### src/rtl/if_fetch.sv
// IF-stage fetch sequencer: issues pc_i to instruction memory over req/gnt/rvalid and fills IF/ID.
// Optional skid buffer and HOLD state are built when IF_FETCH_SKID_EN is defined.
//
// state | meaning
// IDLE  | first cycle after reset, nothing issued
// REQ   | request driven at pc_i, waiting for gnt
// WAIT  | one request outstanding, waiting for rvalid
// HOLD  | response parked in skid buffer until IF/ID can load
module if_fetch #(
    parameter logic [29:0] START_ADDR = 30'h0000C00
) (
    input  logic        clk,
    input  logic        reset,
    input  logic [29:0] pc_i,
    output logic        pc_write_o,
    output logic        imem_req_o,
    output logic [29:0] imem_addr_o,
    input  logic        imem_gnt_i,
    input  logic        imem_rvalid_i,
    input  logic [31:0] imem_rdata_i,
    input  logic        id_stall_i,
    input  logic        flush_i,
    output logic        ifid_valid_o,
    output logic [29:0] ifid_pc_o,
    output logic [31:0] ifid_instr_o
);

    typedef enum logic [1:0] {
        ST_IDLE,
        ST_REQ,
        ST_WAIT
`ifdef IF_FETCH_SKID_EN
        , ST_HOLD
`endif
    } state_e;

    state_e      state_q, state_d;
    logic [29:0] addr_q, addr_d;
    logic        drop_q, drop_d;
    logic        ifid_valid_q, ifid_valid_d;
    logic [29:0] ifid_pc_q, ifid_pc_d;
    logic [31:0] ifid_instr_q, ifid_instr_d;
    logic        issue_ok;

`ifdef IF_FETCH_SKID_EN
    logic [29:0] skid_pc_q, skid_pc_d;
    logic [31:0] skid_instr_q, skid_instr_d;
    logic        can_load;

    assign can_load = !ifid_valid_q || !id_stall_i;
    assign issue_ok = 1'b1;
`else
    // Without a skid buffer the stall must be resolved before issuing,
    // so a response can always be written straight into IF/ID.
    assign issue_ok = !(ifid_valid_q && id_stall_i);
`endif

    always_comb begin
        state_d      = state_q;
        addr_d       = addr_q;
        drop_d       = drop_q;
        ifid_valid_d = ifid_valid_q;
        ifid_pc_d    = ifid_pc_q;
        ifid_instr_d = ifid_instr_q;
`ifdef IF_FETCH_SKID_EN
        skid_pc_d    = skid_pc_q;
        skid_instr_d = skid_instr_q;
`endif
        pc_write_o   = 1'b0;
        imem_req_o   = 1'b0;
        imem_addr_o  = addr_q;

        if (ifid_valid_q && !id_stall_i) begin
            ifid_valid_d = 1'b0;
            ifid_instr_d = '0;
        end

        case (state_q)
            ST_IDLE: state_d = ST_REQ;
            ST_REQ: begin
                imem_addr_o = pc_i;
                imem_req_o  = issue_ok && !flush_i;
                // A gnt that coincides with a flush is still an issued request;
                // its response must be swallowed later.
                if (imem_gnt_i && (issue_ok || flush_i)) begin
                    addr_d  = pc_i;
                    drop_d  = flush_i;
                    state_d = ST_WAIT;
                end
            end
            ST_WAIT: begin
                if (imem_rvalid_i) begin
                    if (drop_q || flush_i) begin
                        drop_d  = 1'b0;
                        state_d = ST_REQ;
                    end
`ifdef IF_FETCH_SKID_EN
                    else if (!can_load) begin
                        skid_pc_d    = addr_q;
                        skid_instr_d = imem_rdata_i;
                        state_d      = ST_HOLD;
                    end
`endif
                    else begin
                        ifid_valid_d = 1'b1;
                        ifid_pc_d    = addr_q;
                        ifid_instr_d = imem_rdata_i;
                        pc_write_o   = 1'b1;
                        state_d      = ST_REQ;
                    end
                end else if (flush_i) begin
                    drop_d = 1'b1;
                end
            end
`ifdef IF_FETCH_SKID_EN
            ST_HOLD: begin
                if (flush_i) begin
                    state_d = ST_REQ;
                end else if (can_load) begin
                    ifid_valid_d = 1'b1;
                    ifid_pc_d    = skid_pc_q;
                    ifid_instr_d = skid_instr_q;
                    pc_write_o   = 1'b1;
                    state_d      = ST_REQ;
                end
            end
`endif
            default: state_d = ST_IDLE;
        endcase

        if (flush_i) begin
            ifid_valid_d = 1'b0;
            ifid_instr_d = '0;
`ifdef IF_FETCH_SKID_EN
            skid_pc_d    = '0;
            skid_instr_d = '0;
`endif
        end
    end

    always_ff @(posedge clk or posedge reset) begin
        if (reset) begin
            state_q      <= ST_IDLE;
            addr_q       <= '0;
            drop_q       <= 1'b0;
            ifid_valid_q <= 1'b0;
            ifid_pc_q    <= START_ADDR;
            ifid_instr_q <= '0;
`ifdef IF_FETCH_SKID_EN
            skid_pc_q    <= '0;
            skid_instr_q <= '0;
`endif
        end else begin
            state_q      <= state_d;
            addr_q       <= addr_d;
            drop_q       <= drop_d;
            ifid_valid_q <= ifid_valid_d;
            ifid_pc_q    <= ifid_pc_d;
            ifid_instr_q <= ifid_instr_d;
`ifdef IF_FETCH_SKID_EN
            skid_pc_q    <= skid_pc_d;
            skid_instr_q <= skid_instr_d;
`endif
        end
    end

    assign ifid_valid_o = ifid_valid_q;
    assign ifid_pc_o    = ifid_pc_q;
    assign ifid_instr_o = ifid_instr_q;

endmodule

### config.mk
export PLATFORM = sky130hd
export DESIGN_NAME = if_fetch
export DESIGN_NICKNAME = d
export VERILOG_FILES = /design/src/rtl/if_fetch.sv
export SDC_FILE = /design/constraint.sdc
export NUM_CORES = 1
export LEC_CHECK = 0
export CORE_MARGIN = 2
export CORE_UTILIZATION = 46
export CTS_BUF_LIST = sky130_fd_sc_hd__clkbuf_8
export DETAILED_ROUTE_END_ITERATION = 6
export PLACE_DENSITY_LB_ADDON = 0.12
export SLEW_MARGIN = 15
export SYNTH_ARGS = -nofsm -noshare
export SYNTH_HDL_FRONTEND = slang
export SYNTH_SLANG_ARGS = --single-unit
### constraint.sdc
create_clock -name clk -period 3.7 [get_ports clk]
set_clock_uncertainty 0.05 [all_clocks]
set_input_delay 0.37 -clock clk [delete_from_list [all_inputs] [get_ports clk]]
set_output_delay 0.37 -clock clk [all_outputs]
set_load 0.05 [all_outputs]
; ---- After elaboration in Yosys (flattened, before gate mapping)
; Index checks and enable logic that the tools add are counted.
[word_totals]
ff_bits = 96
latch_bits = 0
mem_bits_rw = 0
mem_bits_ro = 0
in_bits = 68
output_inout_bits = 95
word_cells = 51
mem_count = 0
[classes]
addsub = 0
multipliers = 0
n_div = 0
n_lt_le_gt_ge = 0
n_eq_ne = 6
n_shift = 0
n_mux = 23
bitwise = 1
reduce_logical = 15
[op_table]
columns = cell, count
row1 = $mux W32, 5
row2 = $mux W30, 1
row3 = $mux W1, 13
row4 = $ne A3 B3 Y1 const B, 2
row5 = $pmux W2 S3, 1
row6 = $logic_and A1 B1 Y1, 4
row7 = $mux W2, 2
row8 = $ne A2 B2 Y1 const B, 2
row9 = $reduce_and A2 Y1, 2
row10 = $reduce_and A4 Y1, 1
row11 = $logic_not A1 Y1, 3
row12 = $reduce_and A3 Y1, 1
row13 = $eq A2 B1 Y1 const B, 1
row14 = $eq A2 B2 Y1 const B, 1
row15 = $logic_not A2 Y1, 1
row16 = $logic_or A1 B1 Y1, 2
row17 = $pmux W1 S2, 1
row18 = $reduce_bool A2 Y1, 1
row19 = $not A1 Y1, 1

; ---- Longest topological paths before layout
[depth]
depth_word = 7
ltp_mapped = 6
ltp_nobuf = 4

; ---- Worst setup path after synthesis
; No wires, ideal clock.
[synth_timing]
path_type = register to output
from = reg state_q[1]
to = out imem_req_o
arrival_time_ns = 1.621
setup_slack_ns = 1.659
stages_incl_launch_ff = 6
path_buffers = 2
path_cell_list = dfrtp_1 nor2b_1 clkbuf_1 buf_2 nand2_1 nor2_1
[synth_via]
elab_chain_cells = 2
[synth_rtl]
columns = item, line_no
row1 = start: declaration, 37  ; state_e state_q, state_d;
row2 = start signal: assignment, 154  ; state_q <= state_d;
row3 = $eq A2 B1 Y1, 78  ; case (state_q)
row4 = $mux W1, 78
row5 = end: declaration, 16  ; output logic imem_req_o,
; No other way between the ends.

; ---- Worst setup path after layout
[layout_timing]
from = in imem_rvalid_i
to = out pc_write_o
[layout_via]
elab_chain_cells = 2
[layout_rtl]
columns = item, line_no
row1 = start: declaration, 19  ; input logic imem_rvalid_i,
row2 = $mux W1, 92  ; if (imem_rvalid_i) begin
row3 = $mux W1, 78
row4 = end: declaration, 15  ; output logic pc_write_o,
; No other way between the ends.

==> Flow_metrics.wiki <==
{| class="wikitable"
! Metric !! Value
|-
| RSZ-0062 raised after global routing || no
|-
| Placed wire-length estimate after detailed placement || 6820 µm
|-
| Die Height || 101 µm
|-
| Number of max-slew violations in the final report || 0
|-
| Actual transition at the worst max-transition pin || 0.748 ns
|-
| Arrival time of the worst setup path || 2.65 ns
|-
| Post-cts resize count || 0
|-
| Number of global-route vias before repair || 3165
|-
| Number of input and output port buffers inserted || 162
|-
| Mapped Area || 0.00429 mm²
|-
| Boundary pin count || 163
|-
| ANT cells || 0
|-
| Slew headroom || 0.501
|-
| Count of TritonRoute iterations in the first routing pass || 4
|-
| Maximum level of the CTS H-tree || 3
|-
| Power per cell area || 900 mW/mm²
|-
| Critical path's slowest cell || or3_4
|-
| Initial antenna violation count || 0
|-
| Vias || 3086
|-
| TNS Setup || 0 ns
|-
| Area taken by multi-input logic gates || 0.00174 mm²
|-
| Core area || 0.00915 mm²
|-
| Max VDD drop || 0.669 mV
|-
| Residual antenna-violating net count after detailed routing || 0
|-
| Syn nets || 368
|-
| Fraction of the cycle the final worst path needs || 0.830
|-
| Crit. End Element || primary output
|-
| Die X || 101 µm
|-
| Average routed wire per standard cell || 17.6 µm
|-
| Peak clock frequency supported by timing || 325 MHz
|-
| Routed Wire Length || 9970 µm
|-
| Worst setup path class || input pin to primary output
|-
| Layout area overhead || 44.4%
|-
| Minimum clock period || 3.07 ns
|-
| TritonCTS buffer count || 9
|-
| CP Data Required Time || 3.28 ns
|-
| Mean instance size in the synthesized netlist || 14.3 µm²
|-
| Total global routing overflow || 0
|-
| Placer congestion estimate || 0.767
|-
| DIE AREA || 0.0101 mm²
|-
| Clock latency on the worst-skew pair || 0.35 ns
|-
| Ordered cell list for the critical path || clkdlybuf4s50_1 -> nand3b_4 -> or3_4 -> inv_2 -> buf_12
|-
| Number of synthesized register bits || 96
|-
| Worst setup SP type || input pin
|-
| Drc violations || 0
|-
| Number of setup buffers added after CTS || 0
|-
| Root buffer selected by CTS || clkbuf_8
|-
| Status || finished clean
|-
| Leakage component of the power || 2.63 nW
|-
| Synthesized instance count || 300
|-
| Number of nets at the end of the flow || 520
|-
| Vias per inst || 5.43
|-
| Max-Cap Viols || 0
|-
| Largest stage delay, worst path || 0.71 ns
|-
| First-pass GRT wire length || 15600 µm
|-
| Type of the tightest min-delay check || input pin to async pin
|-
| Final design utilization || 0.678
|-
| Placement Rows || 35
|-
| Clock edge transition at the registers on the reported setup and hold paths || 0.09 ns
|-
| Number of unique standard cell types used by synthesis || 27
|-
| Final Hold Fails || 0
|-
| Buffer depth of the longest clock path || 2
|-
| Number of violations reported at the end of detailed-routing iteration 0 || 48
|-
| Total global routing track utilization || 0.197
|-
| Fraction of the yosys area taken by sequential cells || 0.560
|-
| Cts-stage hold buffer count || 0
|-
| Largest fanout on the critical path || 47
|-
| Count of clock tree sinks || 96
|-
| Number of warnings issued by yosys || 0
|-
| CTS tree || built
|-
| Maximum number of pins on one net before global-route repair || 57
|-
| Reg2reg setup slack || 1.12 ns
|-
| Number of endpoints failing setup at the final stage || 0
|-
| Starting density of the core || 0.469
|-
| Fill cell instance count of the final layout || 711
|-
| Layout cells sized above 1 || 0.333
|-
| Sequential cell area in the final layout || 0.00240 mm²
|}
-- worst paths after layout --
check	from	to	cells after the start
hold / removal	reset	addr_q[2]	2
min in group clk	ifid_pc_o[6]	ifid_pc_o[6]	1
setup reg to reg	state_q[0]	ifid_pc_o[27]	4
max in group asynchronous	reset	ifid_pc_o[10]	3
hold reg to reg	ifid_pc_o[6]	ifid_pc_o[6]	1
setup / recovery	imem_rvalid_i	pc_write_o	5
-- critical path, delay by kind of cell --
family / cells / cell delay [ns]
buffers and inverters: 3 / 1.21
AND/OR/NAND/NOR: 2 / 1.05
-- layout make-up --
type	count	area share
Inverter	3	0.00222
Tap cell	111	0.0224
Clock buffer	10	0.0222
Multi-Input combinational cell	173	0.281
Timing Repair Buffer	169	0.274
Sequential cell	96	0.388
Clock inverter	6	0.0109
-- sequential cells by signal (all words and copies together) (netlist names) --
signal and flops:
addr_q 30, drop_q 1, ifid_instr_o 32, ifid_pc_o 30, ifid_valid_o 1, state_q 2
-- synth_stat cells --
cell | count | area (µm²)
dfrtp_1 | 94 | 2350
mux2_2 | 82 | 923
a31o_2 | 32 | 280
nor4b_1 | 32 | 280
clkbuf_1 | 15 | 56.3
mux2_4 | 7 | 105
buf_2 | 6 | 30.0
nand2_1 | 5 | 18.8
buf_4 | 3 | 22.5
buf_6 | 3 | 33.8
a21oi_1 | 2 | 10.0
dfstp_2 | 2 | 52.6
inv_1 | 2 | 7.51
nand2b_1 | 2 | 12.5
a32oi_1 | 1 | 8.76
and3_1 | 1 | 6.26
clkbuf_2 | 1 | 5.00
inv_2 | 1 | 3.75
mux2_1 | 1 | 11.3
nand3b_1 | 1 | 7.51
nand3b_4 | 1 | 20.0
nor2_1 | 1 | 3.75
nor2b_1 | 1 | 6.26
o21bai_1 | 1 | 7.51
o221ai_1 | 1 | 8.76
o2bb2ai_1 | 1 | 8.76
or3_4 | 1 | 11.3
-- layer usage --
| layer | vias to the layer above | wire, µm | part of all wire | track usage |
|---|---|---|---|---|
| li1 | 1428 | - | - | - |
| met1 | 1536 | 4230 | 0.42 | 0.247 |
| met2 | 112 | 4760 | 0.48 | 0.323 |
| met3 | 10 | 855 | 0.086 | 0.0659 |
| met4 | 0 | 119 | 0.012 | 0.0632 |
| met5 | - | 0 | 0 | 0 |
-- cells by family (layout without fill, tap and decap cells) --
| kind of cell | after synthesis | count (layout) | synth area share |
|---|---|---|---|
| AOI/OAI and AO/OA | 38 | 38 | 0.0755 |
| muxes | 90 | 90 | 0.242 |
| DFF | 96 | 96 | 0.560 |
| buffers and inverters | 31 | 188 | 0.0370 |
| and+or+nand+nor | 45 | 45 | 0.0854 |
-- power breakdown --
| part | internal (W) | leakage, nW | switching [W] | total [W] |
|---|---|---|---|---|
| sequential | 0.00141 | 1.24 | 0.000230 | 0.00164 |
| combinational | 0.00129 | 1.29 | 0.00196 | 0.00325 |
| clock | 0.000335 | 0.105 | 0.000358 | 0.000693 |
-- cell usage in the layout, fill, tap and decap left out, drive strengths merged, types with 2 or more instances in the layout --
cell type	netlist	routed
clkdlybuf4s50	0	161
nand2	5	5
dfrtp	94	94
mux2	90	90
clkbuf	16	10
buf	12	8
a21oi	2	2
nor4b	32	32
inv	3	6
nand3b	2	2
nand2b	2	2
a31o	32	32
dfstp	2	2
-- stage by stage --
stage               total power (W)  hold slack [ns]  setup WS (ns)  cell area (µm²)  instances
floorplan                   0.00389            0.417          0.778             4290        300
global placement            0.00489            0.440          0.651             6000        552
detailed placement          0.00493            0.445          0.629             6000        552
CTS                         0.00564            0.443          0.615             6200        568
global route                0.00584            0.481          0.483             6200        568
finish                      0.00558            0.424          0.628             6200        568
No activity file was read; power rests on OpenSTA's default activity.
